<file path="src/rtl/mem_access_unit_pkg.sv">
// Shared types and helpers for the load/store unit.
package mem_access_unit_pkg;

  typedef enum logic [1:0] {
    BYTE = 2'd0,
    HALF = 2'd1,
    WORD = 2'd2
  } mem_size_t;

  typedef enum logic {
    IDLE  = 1'b0,
    MERGE = 1'b1
  } lsu_state_t;

  // Encoding 3 is illegal on the pipeline side and behaves as a word access.
  function automatic mem_size_t decode_size(input logic [1:0] raw);
    case (raw)
      2'd0:    return BYTE;
      2'd1:    return HALF;
      default: return WORD;
    endcase
  endfunction

  function automatic logic [1:0] align_lane(input mem_size_t size, input logic [1:0] lane);
    case (size)
      BYTE:    return lane;
      HALF:    return {lane[1], 1'b0};
      default: return 2'b00;
    endcase
  endfunction

endpackage

</file>
<file path="src/rtl/mem_lane_extract.sv">
// Combinational lane select plus sign/zero extension for load data.
module mem_lane_extract
  import mem_access_unit_pkg::*;
(
  input  logic [31:0] word,
  input  logic [1:0]  lane,
  input  mem_size_t   size,
  input  logic        is_unsigned,
  output logic [31:0] result
);

  logic [7:0]  byte_val;
  logic [15:0] half_val;

  always_comb begin
    byte_val = word[{lane, 3'b000} +: 8];
    half_val = word[{lane[1], 4'b0000} +: 16];
    case (size)
      BYTE:    result = {{24{~is_unsigned & byte_val[7]}}, byte_val};
      HALF:    result = {{16{~is_unsigned & half_val[15]}}, half_val};
      default: result = word;
    endcase
  end

endmodule

</file>
<file path="src/rtl/mem_access_unit.sv">
// Byte-addressed load/store unit in front of a word-only data memory; sub-word stores use RMW.
// Optional MEM_ACCESS_MISALIGN_TRAP_EN adds o_misaligned and suppresses misaligned accesses.
module mem_access_unit
  import mem_access_unit_pkg::*;
#(
  parameter int unsigned ADDR_WIDTH = 10,
  parameter int unsigned DATA_WIDTH = 32
) (
  input  logic                  i_clock,
  input  logic                  i_reset,
  input  logic                  i_valid,
  output logic                  o_ready,
  input  logic                  i_store,
  input  logic [1:0]            i_size,
  input  logic                  i_unsigned,
  input  logic [ADDR_WIDTH+1:0] i_addr,
  input  logic [DATA_WIDTH-1:0] i_wrData,
  output logic [DATA_WIDTH-1:0] o_rdData,
  output logic                  o_done,
  output logic [ADDR_WIDTH-1:0] o_mem_addr,
  output logic [DATA_WIDTH-1:0] o_mem_wrData,
  output logic                  o_mem_wrEnable,
  input  logic [DATA_WIDTH-1:0] i_mem_rdData
`ifdef MEM_ACCESS_MISALIGN_TRAP_EN
  ,
  output logic                  o_misaligned
`endif
);

  lsu_state_t            state;
  mem_size_t             req_size;
  logic [1:0]            req_lane;
  logic                  accept;
  logic                  misaligned_req;
  logic                  word_store;
  logic [DATA_WIDTH-1:0] load_value;
  logic [DATA_WIDTH-1:0] merged;

  logic [ADDR_WIDTH-1:0] lat_addr;
  logic [1:0]            lat_lane;
  mem_size_t             lat_size;
  logic [15:0]           lat_data;

  assign req_size = decode_size(i_size);
  assign req_lane = align_lane(req_size, i_addr[1:0]);
  assign o_ready  = (state == IDLE);
  assign accept   = i_valid & o_ready;

`ifdef MEM_ACCESS_MISALIGN_TRAP_EN
  assign misaligned_req = ((req_size == HALF) && i_addr[0]) ||
                          ((req_size == WORD) && (i_addr[1:0] != 2'b00));
`else
  assign misaligned_req = 1'b0;
`endif

  assign word_store = accept & i_store & (req_size == WORD) & ~misaligned_req;

  mem_lane_extract u_extract (
    .word        (i_mem_rdData),
    .lane        (req_lane),
    .size        (req_size),
    .is_unsigned (i_unsigned),
    .result      (load_value)
  );

  // Old word from memory with the latched lane(s) overwritten.
  always_comb begin
    merged = i_mem_rdData;
    if (lat_size == BYTE) begin
      merged[{lat_lane, 3'b000} +: 8] = lat_data[7:0];
    end else begin
      merged[{lat_lane[1], 4'b0000} +: 16] = lat_data;
    end
  end

  always_comb begin
    o_mem_addr     = (state == MERGE) ? lat_addr : i_addr[ADDR_WIDTH+1:2];
    o_mem_wrData   = (state == MERGE) ? merged : i_wrData;
    o_mem_wrEnable = ~i_reset & ((state == MERGE) | word_store);
  end

  always_ff @(posedge i_clock) begin
    if (i_reset) begin
      state    <= IDLE;
      o_done   <= 1'b0;
      o_rdData <= '0;
      lat_addr <= '0;
      lat_lane <= 2'b00;
      lat_size <= BYTE;
      lat_data <= '0;
    end else begin
      o_done <= 1'b0;
      case (state)
        IDLE: begin
          if (accept) begin
            if (misaligned_req || !i_store || (req_size == WORD)) begin
              o_done <= 1'b1;
              if (!misaligned_req && !i_store) begin
                o_rdData <= load_value;
              end
            end else begin
              lat_addr <= i_addr[ADDR_WIDTH+1:2];
              lat_lane <= req_lane;
              lat_size <= req_size;
              lat_data <= i_wrData[15:0];
              state    <= MERGE;
            end
          end
        end
        default: begin
          state  <= IDLE;
          o_done <= 1'b1;
        end
      endcase
    end
  end

`ifdef MEM_ACCESS_MISALIGN_TRAP_EN
  always_ff @(posedge i_clock) begin
    if (i_reset) begin
      o_misaligned <= 1'b0;
    end else begin
      o_misaligned <= accept & misaligned_req;
    end
  end
`endif

endmodule
</file>
<file path="config.mk">
export PLATFORM = sky130hd
export DESIGN_NAME = mem_access_unit
export DESIGN_NICKNAME = d
export VERILOG_FILES = /design/src/rtl/mem_access_unit_pkg.sv /design/src/rtl/mem_lane_extract.sv /design/src/rtl/mem_access_unit.sv
export SDC_FILE = /design/constraint.sdc
export NUM_CORES = 1
export LEC_CHECK = 0
export CORE_MARGIN = 4
export CORE_UTILIZATION = 50
export CTS_CLUSTER_SIZE = 25
export DETAILED_ROUTE_END_ITERATION = 10
export GPL_TIMING_DRIVEN = 0
export PLACE_DENSITY = 0.86
export REMOVE_ABC_BUFFERS = 1
export SYNTH_ARGS = -nofsm -noshare
export SYNTH_HDL_FRONTEND = slang
export SYNTH_SLANG_ARGS = --single-unit
</file>
<file path="constraint.sdc">
create_clock -name i_clock -period 4.68 [get_ports i_clock]
set_input_delay 0.702 -clock i_clock [delete_from_list [all_inputs] [get_ports i_clock]]
set_output_delay 0.702 -clock i_clock [all_outputs]
set_load 0.02 [all_outputs]
</file>
==> metrics.csv <==
stage,metric,value,unit
hold_path,hold wc startpoint,lat_addr[8],
hold_path,Hold Crit Class,reg -> reg,
synth,Adder-Cell Fraction of Synth Area,1.37,%
global_route,number of global-route vias before repair,5094,
detailed_routing,detailed router's first-iteration violation count,394,
die,die area,10700,µm²
timing,clk_skew,0.0105,ns
timing,Setup WS post-layout,0.248,ns
clocking,cts-stage hold buffer count,0,
finish,P&R area growth vs syn,39.2,%
synth,area of the mapped netlist,4570,µm²
global_route,grt ovf,0,
clocking,Clock transition at path regs,0.08,ns
global_route,first-pass GRT wire length,24.9,mm
detailed_routing,WL per Instance,18.6,µm
setup_path,CP endpoint kind,primary output,
detailed_routing,DRT antenna net count,0,
timing,maximum clock rate,226,MHz
synth,xor/xnor cell area share of the yosys netlist,0,%
timing,Slew HR,14.8,%
finish,filler cell count,661,
synth,mux share of post-synthesis cell area,10.2,%
detailed_routing,via count,5243,
synth,largest family of logic cells by synthesized area,simple AND/OR/NAND/NOR gates,
setup_path,worst r2r src,state,
die,die width,104,µm
clocking,Num CTS Buffers,9,
clocking,Clock Sinks,64,
outcome,status,completed,
setup_path,crit path from,lat_lane[1],
clocking,setup bufs post-CTS,0,
clocking,H-tree depth,3,
timing,final number of hold-violating endpoints,0,
pwr,leakage power,0.00239,µW
finish,layout cells sized above 1,8.79,%
timing,Tcrit/Tclk final,94.7,%
die,Die Span Y,104,µm
timing,worst hold slack,0.457,ns
synth,#FFs+latches synth,64,
detailed_routing,first drt pass iteration count,5,
placement,routability cong.,0.906,
synth,post-synthesis cell count,602,
clocking,Clock Latency Late Sink,0.35,ns
finish,nets,811,
timing,RSZ-0062 raised after global routing,false,
synth,Synth Area in Simple Gates,27.3,%
setup_path,"Max FO, Critical Path",22,
die,Ports,160,
die,# rows,34,
clocking,Max Buffers Root-to-Sink,2,
timing,crit path time final,4.43,ns
synth,fraction of registers with async set or reset after synthesis,0,%
global_route,total track usage,27.9,%
pwr,PwrDens,261,nW/µm²
detailed_routing,DRC Markers,0,
job,max-cap violations,0,
placement,"worst slack, placed",0.479,ns
setup_path,"Req. time, crit path",3.98,ns
clocking,CTS Root Cell,clkbuf_8,
synth,"Primary FF master, synth",dfxtp_1,
setup_path,Crit Path Category,reg -> out,
die,CORE AREA,8810,µm²
detailed_routing,WL final,15.6,mm
pwr,worst vdd ir,141,µV
global_route,initial antenna violation count,0,
synth,sequential fraction of the synthesis area,28.0,%
finish,# diodes,0,
global_route,pin count of the biggest net entering global routing,51,
placement,Post-DP HPWL,11.2,mm
synth,Synth Warn #,0,
setup_path,Setup crit start kind,flop,
synth,Synth Area in Compound Gates,26.2,%
setup_path,Worst EP arrival,3.73,ns
synth,count of cell types in the netlist,49,
clocking,CTS tree,built,
pwr,"Power, Total",1660,µW
timing,final setup fails,0,
timing,Slew Limit Fails,0,
synth,Post-synth EDFFs,0,
detailed_routing,mean number of vias per cell,6.27,
die,Starting Density,51.9,%
synth,Synth Area per Inst,7.59,µm²
placement,input/output buffers,159,
finish,final core utilization,72.3,%
clocking,cts repair resizes,0,
timing,Slew @ Worst Pin,1.27,ns
## sequential cells by signal, indices dropped and copies added, names as in the netlist
name	cells
lat_addr	10
lat_data	16
lat_lane	2
lat_size	2
o_done	1
o_rdData	32
state	1
## synthesized netlist by cell type, types with 14 or more instances
cell type / number / area (µm²)
a311o_1: 16 / 160
nor2_1: 72 / 270
a21oi_1: 66 / 330
dfxtp_1: 64 / 1280
nand3_1: 18 / 90.1
mux2i_1: 14 / 140
nor2b_1: 17 / 106
clkbuf_1: 19 / 71.3
mux2_2: 21 / 236
nand2b_1: 16 / 100
nand2_1: 100 / 375
a221oi_1: 18 / 158
buf_2: 23 / 115
## critical path, cell delays in order (launching register included)
cell	delay [ns]
dfxtp_1	1.02
inv_1	0.21
ha_1	0.32
nor3b_4	0.41
and3_1	0.43
a221oi_1	0.14
o2bb2ai_1	0.21
clkdlybuf4s50_1	0.65
## power by group
| group | internal (µW) | leakage [µW] | switching [µW] |
|---|---|---|---|
| combinational | 228 | 0.00175 | 237 |
| sequential | 571 | 0.000523 | 21.7 |
| clock | 355 | 0.000119 | 246 |
## through the flow
step / instances / cell area [µm²] / TNS (ns)
6_report: 836 / 6360 / 0
5_1_grt: 836 / 6360 / 0
4_1_cts: 836 / 6360 / 0
2_1_floorplan: 548 / 4300 / 0
3_5_place_dp: 820 / 6120 / 0
3_3_place_gp: 815 / 6030 / -21.42
## cells by family after synthesis
group                      Yosys count
adders and majority gates            5
buffers and inverters               65
DFF                                 64
AOI/OAI and AO/OA                  170
muxes                               39
and+or+nand+nor                    259
## placed cells by master, fill, tap and decap left out, types with 12 or more instances in the layout
master	n
nand2b_1	16
a21oi_1	66
a221oi_1	18
mux2i_1	14
clkdlybuf4s50_1	157
nand2_1	100
nor2_1	72
mux2_2	21
dfxtp_1	63
nand3_1	18
nor2b_1	17
a311o_1	16
a221o_1	12
## final timing paths
kind,endpoint,slack (ns),depth (start not counted)
worst min-delay path,lat_addr[8],0.46,2
worst min register to register,lat_addr[8],0.46,2
worst max-delay path,o_mem_wrData[15],0.25,7
worst max register to register,lat_data[14],2.32,3
## metal layers
metal / wire, µm / GRT usage [%] / vias up / part of all wire [%]
met3: 1650 / 6.97 / 49 / 11
met2: 7490 / 47.6 / 344 / 48
met4: 490 / 11.8 / 0 / 3.1
met5: 0 / 0 / - / 0
met1: 5960 / 33.4 / 2442 / 38
li1: - / - / 2408 / -
## cell type report
type / count / area, µm² / area share (%)
multi-input combinational: 473 / 2990 / 46.9
timing repair buffer: 164 / 1670 / 26.2
sequential: 64 / 1280 / 20.1
tap: 108 / 135 / 2.12
clock buffer: 9 / 124 / 1.95
clock inverter: 7 / 120 / 1.89
inverter: 11 / 45.0 / 0.708
No activity file was read; power rests on OpenSTA's default activity.
